File: config.mk
export PLATFORM = sky130hd
export DESIGN_NAME = tx_arbiter
export DESIGN_NICKNAME = d
export VERILOG_FILES = /design/src/rtl/tx_arbiter.sv
export SDC_FILE = /design/constraint.sdc
export NUM_CORES = 1
export LEC_CHECK = 0
export ABC_AREA = 1
export BUFFER_PORTS_ARGS = -buffer_cell sky130_fd_sc_hd__buf_2
export CORE_ASPECT_RATIO = 1.2
export CORE_MARGIN = 3
export CORE_UTILIZATION = 50
export DETAILED_ROUTE_END_ITERATION = 10
export PLACE_DENSITY = 0.76
export SETUP_SLACK_MARGIN = 0.02
export SLEW_MARGIN = 20
export SYNTH_ARGS = -nofsm -noshare
export SYNTH_HDL_FRONTEND = slang
export SYNTH_SLANG_ARGS = --single-unit
File: constraint.sdc
create_clock -name clk -period 2.55 [get_ports clk]
set_input_delay 0.51 -clock clk [delete_from_list [all_inputs] [get_ports clk]]
set_output_delay 0.51 -clock clk [all_outputs]
set_load 0.02 [all_outputs]
File: src/rtl/tx_arbiter.sv
// Round-robin arbiter sharing one UART transmit path between two one-entry frame slots,
// with a completion watchdog that drops a frame if tx_done never arrives.
module tx_arbiter #(
    parameter int FRAME_W = 9,
    parameter int TIMEOUT = 4096,
    parameter int CNT_W   = 13
) (
    input  logic               clk,
    input  logic               rst,
    input  logic               req0_valid,
    input  logic [FRAME_W-1:0] req0_frame,
    output logic               req0_ready,
    input  logic               req1_valid,
    input  logic [FRAME_W-1:0] req1_frame,
    output logic               req1_ready,
    input  logic               tx_done,
    input  logic               err_clr,
    output logic               send,
    output logic [FRAME_W-1:0] frame_out,
    output logic               grant_id,
    output logic               busy,
    output logic               timeout_err
);

    // state | meaning
    // IDLE  | no transfer in flight; picks a full slot (round-robin on a tie)
    // SEND  | one-cycle send strobe to the UART
    // WAIT  | waiting for tx_done, watchdog running
    typedef enum logic [1:0] {
        ST_IDLE = 2'd0,
        ST_SEND = 2'd1,
        ST_WAIT = 2'd2
    } state_t;

    localparam logic [CNT_W-1:0] WDOG_LAST = CNT_W'(TIMEOUT - 1);

    state_t             state_q, state_d;
    logic [1:0]         slot_full_q, slot_full_d;
    logic [FRAME_W-1:0] slot0_frame_q, slot0_frame_d;
    logic [FRAME_W-1:0] slot1_frame_q, slot1_frame_d;
    logic [FRAME_W-1:0] frame_out_q, frame_out_d;
    logic               grant_id_q, grant_id_d;
    logic               last_grant_q, last_grant_d;
    logic [CNT_W-1:0]   wdog_q, wdog_d;
    logic               timeout_err_q, timeout_err_d;
    logic               send_q, send_d;
    logic               busy_q, busy_d;

    logic               acc0, acc1;
    logic               free_slot;
    logic               fire_timeout;
    logic               winner;

    always_comb begin
        state_d       = state_q;
        frame_out_d   = frame_out_q;
        grant_id_d    = grant_id_q;
        last_grant_d  = last_grant_q;
        wdog_d        = wdog_q;
        slot0_frame_d = slot0_frame_q;
        slot1_frame_d = slot1_frame_q;
        free_slot     = 1'b0;
        fire_timeout  = 1'b0;
        winner        = 1'b0;

        acc0 = req0_valid & ~slot_full_q[0];
        acc1 = req1_valid & ~slot_full_q[1];

        case (state_q)
            ST_IDLE: begin
                if (|slot_full_q) begin
                    // On a tie the requester not served last wins
                    winner      = (&slot_full_q) ? ~last_grant_q : slot_full_q[1];
                    grant_id_d  = winner;
                    frame_out_d = winner ? slot1_frame_q : slot0_frame_q;
                    wdog_d      = '0;
                    state_d     = ST_SEND;
                end
            end
            ST_SEND: begin
                state_d = ST_WAIT;
            end
            ST_WAIT: begin
                if (tx_done) begin
                    free_slot    = 1'b1;
                    last_grant_d = grant_id_q;
                    state_d      = ST_IDLE;
                end else if (wdog_q == WDOG_LAST) begin
                    free_slot    = 1'b1;
                    fire_timeout = 1'b1;
                    last_grant_d = grant_id_q;
                    state_d      = ST_IDLE;
                end else begin
                    wdog_d = wdog_q + CNT_W'(1);
                end
            end
            default: begin
                state_d = ST_IDLE;
            end
        endcase

        slot_full_d[0] = (slot_full_q[0] & ~(free_slot & ~grant_id_q)) | acc0;
        slot_full_d[1] = (slot_full_q[1] & ~(free_slot &  grant_id_q)) | acc1;
        if (acc0) slot0_frame_d = req0_frame;
        if (acc1) slot1_frame_d = req1_frame;

        if (fire_timeout)   timeout_err_d = 1'b1;
        else if (err_clr)   timeout_err_d = 1'b0;
        else                timeout_err_d = timeout_err_q;

        send_d = (state_d == ST_SEND);
        busy_d = (state_d != ST_IDLE);
    end

    always_ff @(posedge clk) begin
        if (rst) begin
            state_q       <= ST_IDLE;
            slot_full_q   <= 2'b00;
            slot0_frame_q <= '0;
            slot1_frame_q <= '0;
            frame_out_q   <= '0;
            grant_id_q    <= 1'b0;
            last_grant_q  <= 1'b1;
            wdog_q        <= '0;
            timeout_err_q <= 1'b0;
            send_q        <= 1'b0;
            busy_q        <= 1'b0;
        end else begin
            state_q       <= state_d;
            slot_full_q   <= slot_full_d;
            slot0_frame_q <= slot0_frame_d;
            slot1_frame_q <= slot1_frame_d;
            frame_out_q   <= frame_out_d;
            grant_id_q    <= grant_id_d;
            last_grant_q  <= last_grant_d;
            wdog_q        <= wdog_d;
            timeout_err_q <= timeout_err_d;
            send_q        <= send_d;
            busy_q        <= busy_d;
        end
    end

    assign req0_ready  = ~slot_full_q[0];
    assign req1_ready  = ~slot_full_q[1];
    assign send        = send_q;
    assign frame_out   = frame_out_q;
    assign grant_id    = grant_id_q;
    assign busy        = busy_q;
    assign timeout_err = timeout_err_q;

endmodule

# Word-level counts from Yosys, hierarchy flattened
# Cells that the tools add are included.
[word_totals]
regBits = 49
inputBits = 24
out_inout_bits = 15
wordCells = 62
[op_classes]
add_sub_neg = 1
n_eq_ne = 7
n_mux = 19
bitwise_logic = 14
n_reduce_logical = 10
[ops]
columns = ["cell", "n"]
rows = [
  ["2-to-1 mux 13 bit", 3],
  ["case mux 13 bit (2 select lines)", 1],
  ["adder 13 x 1 -> 13 bit (second input constant)", 1],
  ["equality test 13 x 12 -> 1 bit (second input constant)", 1],
  ["2-to-1 mux 1 bit", 10],
  ["2-to-1 mux 9 bit", 1],
  ["nonzero test 2 bit", 4],
  ["bitwise AND 1 bit", 6],
  ["2-to-1 mux 2 bit", 3],
  ["!= test 2 bit (second input constant)", 3],
  ["inverter 1 bit", 6],
  ["case mux 2 bit (3 select lines)", 1],
  ["AND reduction 2 bit", 3],
  ["equality test 2 x 1 -> 1 bit (second input constant)", 2],
  ["AND reduction 4 bit", 1],
  ["equality test 2 bit (second input constant)", 1],
  ["zero test 2 bit", 1],
  ["OR 1 bit", 2],
  ["OR reduction 2 bit", 1],
]

# Logic depth before layout (Yosys ltp)
[depth]
word_depth = 8
mapped_depth = 11
mapped_depth_nobuf = 11

# Worst setup path after synthesis
# No wires, ideal clock.
[synth_timing]
path_type = "flip-flop to flip-flop"
start = "register wdog_q[0]"
end = "register wdog_q[8]"
setup_time_ns = 0.068
arrival_time_ns = 1.308
required_ns = 2.482
slack_ns = 1.174
stages_incl_launch_ff = 11
path_buffers = 1
period_less_slack_ns = 1.376
cell_sequence = "dfxtp_1 > ha_1 > nand3_2 > inv_2 > nand2_2 > nor2_4 > nand2_2 > nand2_4 > buf_6 > nand2_1 > a21oi_2"
[synth_between]
elab_chain_len = 4
word_cells_on_any_way = 7
cone_classes = "1 x add/sub; 2 x eq/ne; 3 x mux; 1 x reduce/logical"
[synth_rtl]
columns = ["element", "line", "source"]
rows = [
  ["start, declared", "44", "logic [CNT_W-1:0] wdog_q, wdog_d;"],
  ["start signal, assigned", "136", "wdog_q <= wdog_d;"],
  ["adder 13 x 1 -> 13 bit", "94", "wdog_d = wdog_q + CNT_W'(1);"],
  ["2-to-1 mux 13 bit", "88", "end else if (wdog_q == WDOG_LAST) begin"],
  ["2-to-1 mux 13 bit", "84", "if (tx_done) begin"],
  ["case mux 13 bit (2 select lines)", "69", "case (state_q)"],
]
# Parallel ways exist; a longest one is shown, timed or not. The select of a mux whose other input is x is not followed.
# A chain may end at the register's enable or synchronous reset.

# Final worst setup path
[layout_timing]
start = "register wdog_q[0]"
end = "register wdog_q[5]"
# The elaborated chain is that of the path after synthesis.

==> impl_metrics.json <==
{
  "rows": 25,
  "reg2reg_setup_slack_ps": 910,
  "dp.cells": 390,
  "cts.path.max_buffers": 2,
  "grt_use_total_pct": 20.8,
  "cp_num_buf_inv": 2,
  "drive_above_1_share_pct": 20.7,
  "place_congestion": 0.886,
  "firstDrtPassIters": 4,
  "portBuffers": 38,
  "min_path_cells": 3,
  "ys_ff_latch": 49,
  "regToRegStartpoint": "wdog_q[0]$_SDFFE_PP0P_",
  "syn-mean-instance-area_um2": 7.10,
  "dieWidth_um": 66.3,
  "ys_types": 29,
  "powerDensity_nw_per_um2": 634,
  "cts_buffers": 5,
  "path_cells": "ha_1, nand3_2, inv_2, nand2_2, nor2_4, nand2_2, nand2_4, inv_2, nand2_1, nand2_1, nor2_1",
  "synthFlopType": "dfxtp_1",
  "tightest_slew_ps": 761,
  "drv_cap": 0,
  "crit_path_max_incr_delay_ps": 370,
  "outcome": "complete, no violations",
  "via_per_inst": 5.02,
  "core-area_um2": 4070,
  "nNetsFinal": 368,
  "cts_hold_buf": 0,
  "finalHoldViolations": 0,
  "leakagePower_nw": 1.03,
  "drt_iter0_markers": 101,
  "period_share_pct": 64.2,
  "clk_pin_slew_ps": 90,
  "stdcell_count": 397,
  "die_h_um": 78.3,
  "vias": 1993,
  "slew_violations": 0,
  "dp_hpwl_mm": 3.42,
  "max-vdd-ir-drop_mv": 0.409,
  "crit_required_ps": 2790,
  "finClkSkew_ps": 10.9,
  "clk_latency_ps": 300,
  "setup_violations": 0,
  "io_pins": 39,
  "grt_pass1_vias": 1943,
  "grt_pass1_wl_mm": 8.50,
  "synth_edf_count": 0,
  "finalWirelength_mm": 4.76,
  "worst_r2r_path_depth": 11,
  "rsz0062_at_grt": "false",
  "start_util_pct": 53.6,
  "routedWlPerCell_um": 12.0,
  "diodes": 0,
  "die_area_um2": 5190,
  "numClockSinks": 49,
  "yosysWarnings": 0,
  "fmax_mhz": 610,
  "min_to": "slot1_frame_q[8]$_SDFFE_PP0P_",
  "crit_path_end_kind": "flip-flop",
  "cts_tree": "built",
  "cts_root_buf": "clkbuf_8",
  "areaGrowthSynthToFinish_pct": 13.8,
  "antenna_found_initial": 0,
  "relSlewSlack_pct": 49.2,
  "syn_inst": 307,
  "slowest_stage": "dfxtp_1",
  "crit_path_max_fanout": 12,
  "syn_nets": 332,
  "cts.htree.levels": 2,
  "tns_ps": 0,
  "synth_area_um2": 2180,
  "gr-total-overflow": 0,
  "synth_async_sr_flop_share_pct": 0,
  "cts_setup_buffers": 0,
  "ys_seq_area_share_pct": 45.0,
  "path_delay_family": "simple AND/OR/NAND/NOR gates",
  "drc": 0,
  "cts_resized": 0,
  "arrival_ps": 1880,
  "critPathKind": "reg -> reg",
  "grt_max_degree": 33,
  "hold_start": "req1_frame[8]",
  "ant_nets": 0,
  "period_minus_slack_ps": 1640,
  "fillers": 399,
  "reg2reg_to": "wdog_q[5]$_SDFFE_PP0P_",
  "critPathLaunchType": "flip-flop",
  "hold_class": "in -> reg"
}
cells in the mapped netlist, types with 2 or more instances:
master    count  share of area (%)
nand3_1      10                2.3
o21ai_0      28                6.4
nor2_4        2                1.0
clkbuf_1      4               0.69
clkinv_1      3               0.52
a21oi_1       6                1.4
inv_1        21                3.6
dfxtp_1      49                 45
buf_1         2               0.34
a31oi_1      10                2.9
xor2_1        3                1.2
nand2_1      77                 13
nor2_1       56                9.6
nand2_2       6                1.7
inv_2         5               0.86
buf_2         2               0.46
o21ai_1       3               0.69
a21oi_2       9                3.6
cell families (layout without fill, tap and decap cells):
logic type	Yosys count	in the layout	synth area share (%)
flops	49	49	45.0
xor+xnor	4	4	1.61
compound gates	58	58	15.7
simple gates	157	157	30.1
buf+inv	38	74	7.01
fa+ha+maj	1	1	0.574
state kept, by name, indices dropped and copies added, names as in the netlist:
signal         flops
busy               1
frame_out          9
grant_id           1
last_grant_q       1
send               1
slot0_frame_q      9
slot1_frame_q      9
slot_full_q        2
state_q            2
timeout_err        1
wdog_q            13
area by class of cell:
type	count	area, µm²	area share [%]
multi-input combinational	220	1040	42.2
sequential	49	981	39.6
timing repair buffer	38	190	7.67
inverter	29	109	4.39
clock buffer	7	86.3	3.48
tap	54	67.6	2.73
worst max path at each step:
stage,depth (start not counted),end,startpoint
6_report,11,wdog_q[5]$_SDFFE_PP0P_,wdog_q[0]$_SDFFE_PP0P_
5_1_grt,11,wdog_q[5]$_SDFFE_PP0P_,wdog_q[0]$_SDFFE_PP0P_
4_1_cts,11,wdog_q[5]$_SDFFE_PP0P_,wdog_q[0]$_SDFFE_PP0P_
3_5_place_dp,4,frame_out[8]$_SDFFE_PP0P_,rst
3_3_place_gp,4,frame_out[2]$_SDFFE_PP0P_,rst
2_1_floorplan,10,wdog_q[8]$_SDFFE_PP0P_,wdog_q[0]$_SDFFE_PP0P_
through the flow:
step / cell area, µm² / power, mW / hold slack [ps] / setup WS, ps / util, %
after floorplan: 2180 / 1.05 / 449 / 1170 / -
after global placement: 2390 / 1.12 / 459 / 760 / 58.8
after detailed placement: 2390 / 1.13 / 473 / 712 / 58.8
after CTS: 2480 / 1.58 / 460 / 919 / 61.0
after global routing: 2480 / 1.65 / 479 / 702 / 61.0
final: 2480 / 1.57 / 454 / 912 / 61.0
placed cells by master (no fill, tap or decap), types with 5 or more instances in the layout:
master | Yosys | routed
nand3_1 | 10 | 10
inv_1 | 21 | 21
a21oi_1 | 6 | 6
a31oi_1 | 10 | 10
inv_2 | 5 | 5
a21oi_2 | 9 | 9
nand2_1 | 77 | 77
buf_2 | 2 | 38
clkbuf_8 | 0 | 6
dfxtp_1 | 49 | 49
nand2_2 | 6 | 6
o21ai_0 | 28 | 28
nor2_1 | 56 | 56
report_power, final:
| part | total [mW] | switching [mW] | leakage, nW | internal, mW |
|---|---|---|---|---|
| sequential | 0.849 | 0.0280 | 0.402 | 0.821 |
| clock | 0.464 | 0.249 | 0.0443 | 0.216 |
| combinational | 0.257 | 0.175 | 0.582 | 0.0822 |
| total | 1.57 | 0.451 | 1.03 | 1.12 |
layer usage:
metal | vias to the layer above | GRT usage (%) | wire length, µm
met5 | - | 0 | 0
met4 | 0 | 8.54 | 86
met3 | 8 | 4.29 | 182
met2 | 39 | 36.7 | 2440
met1 | 899 | 23.9 | 2050
li1 | 1047 | - | -
worst reg2reg max path, delay by kind of cell, from the launching register on:
family | cells | cell delay, ps
and+or+nand+nor | 8 | 810
DFF | 1 | 370
adders and majority gates | 1 | 240
buffers and inverters | 2 | 170
Power figures use the tool's default switching activity.
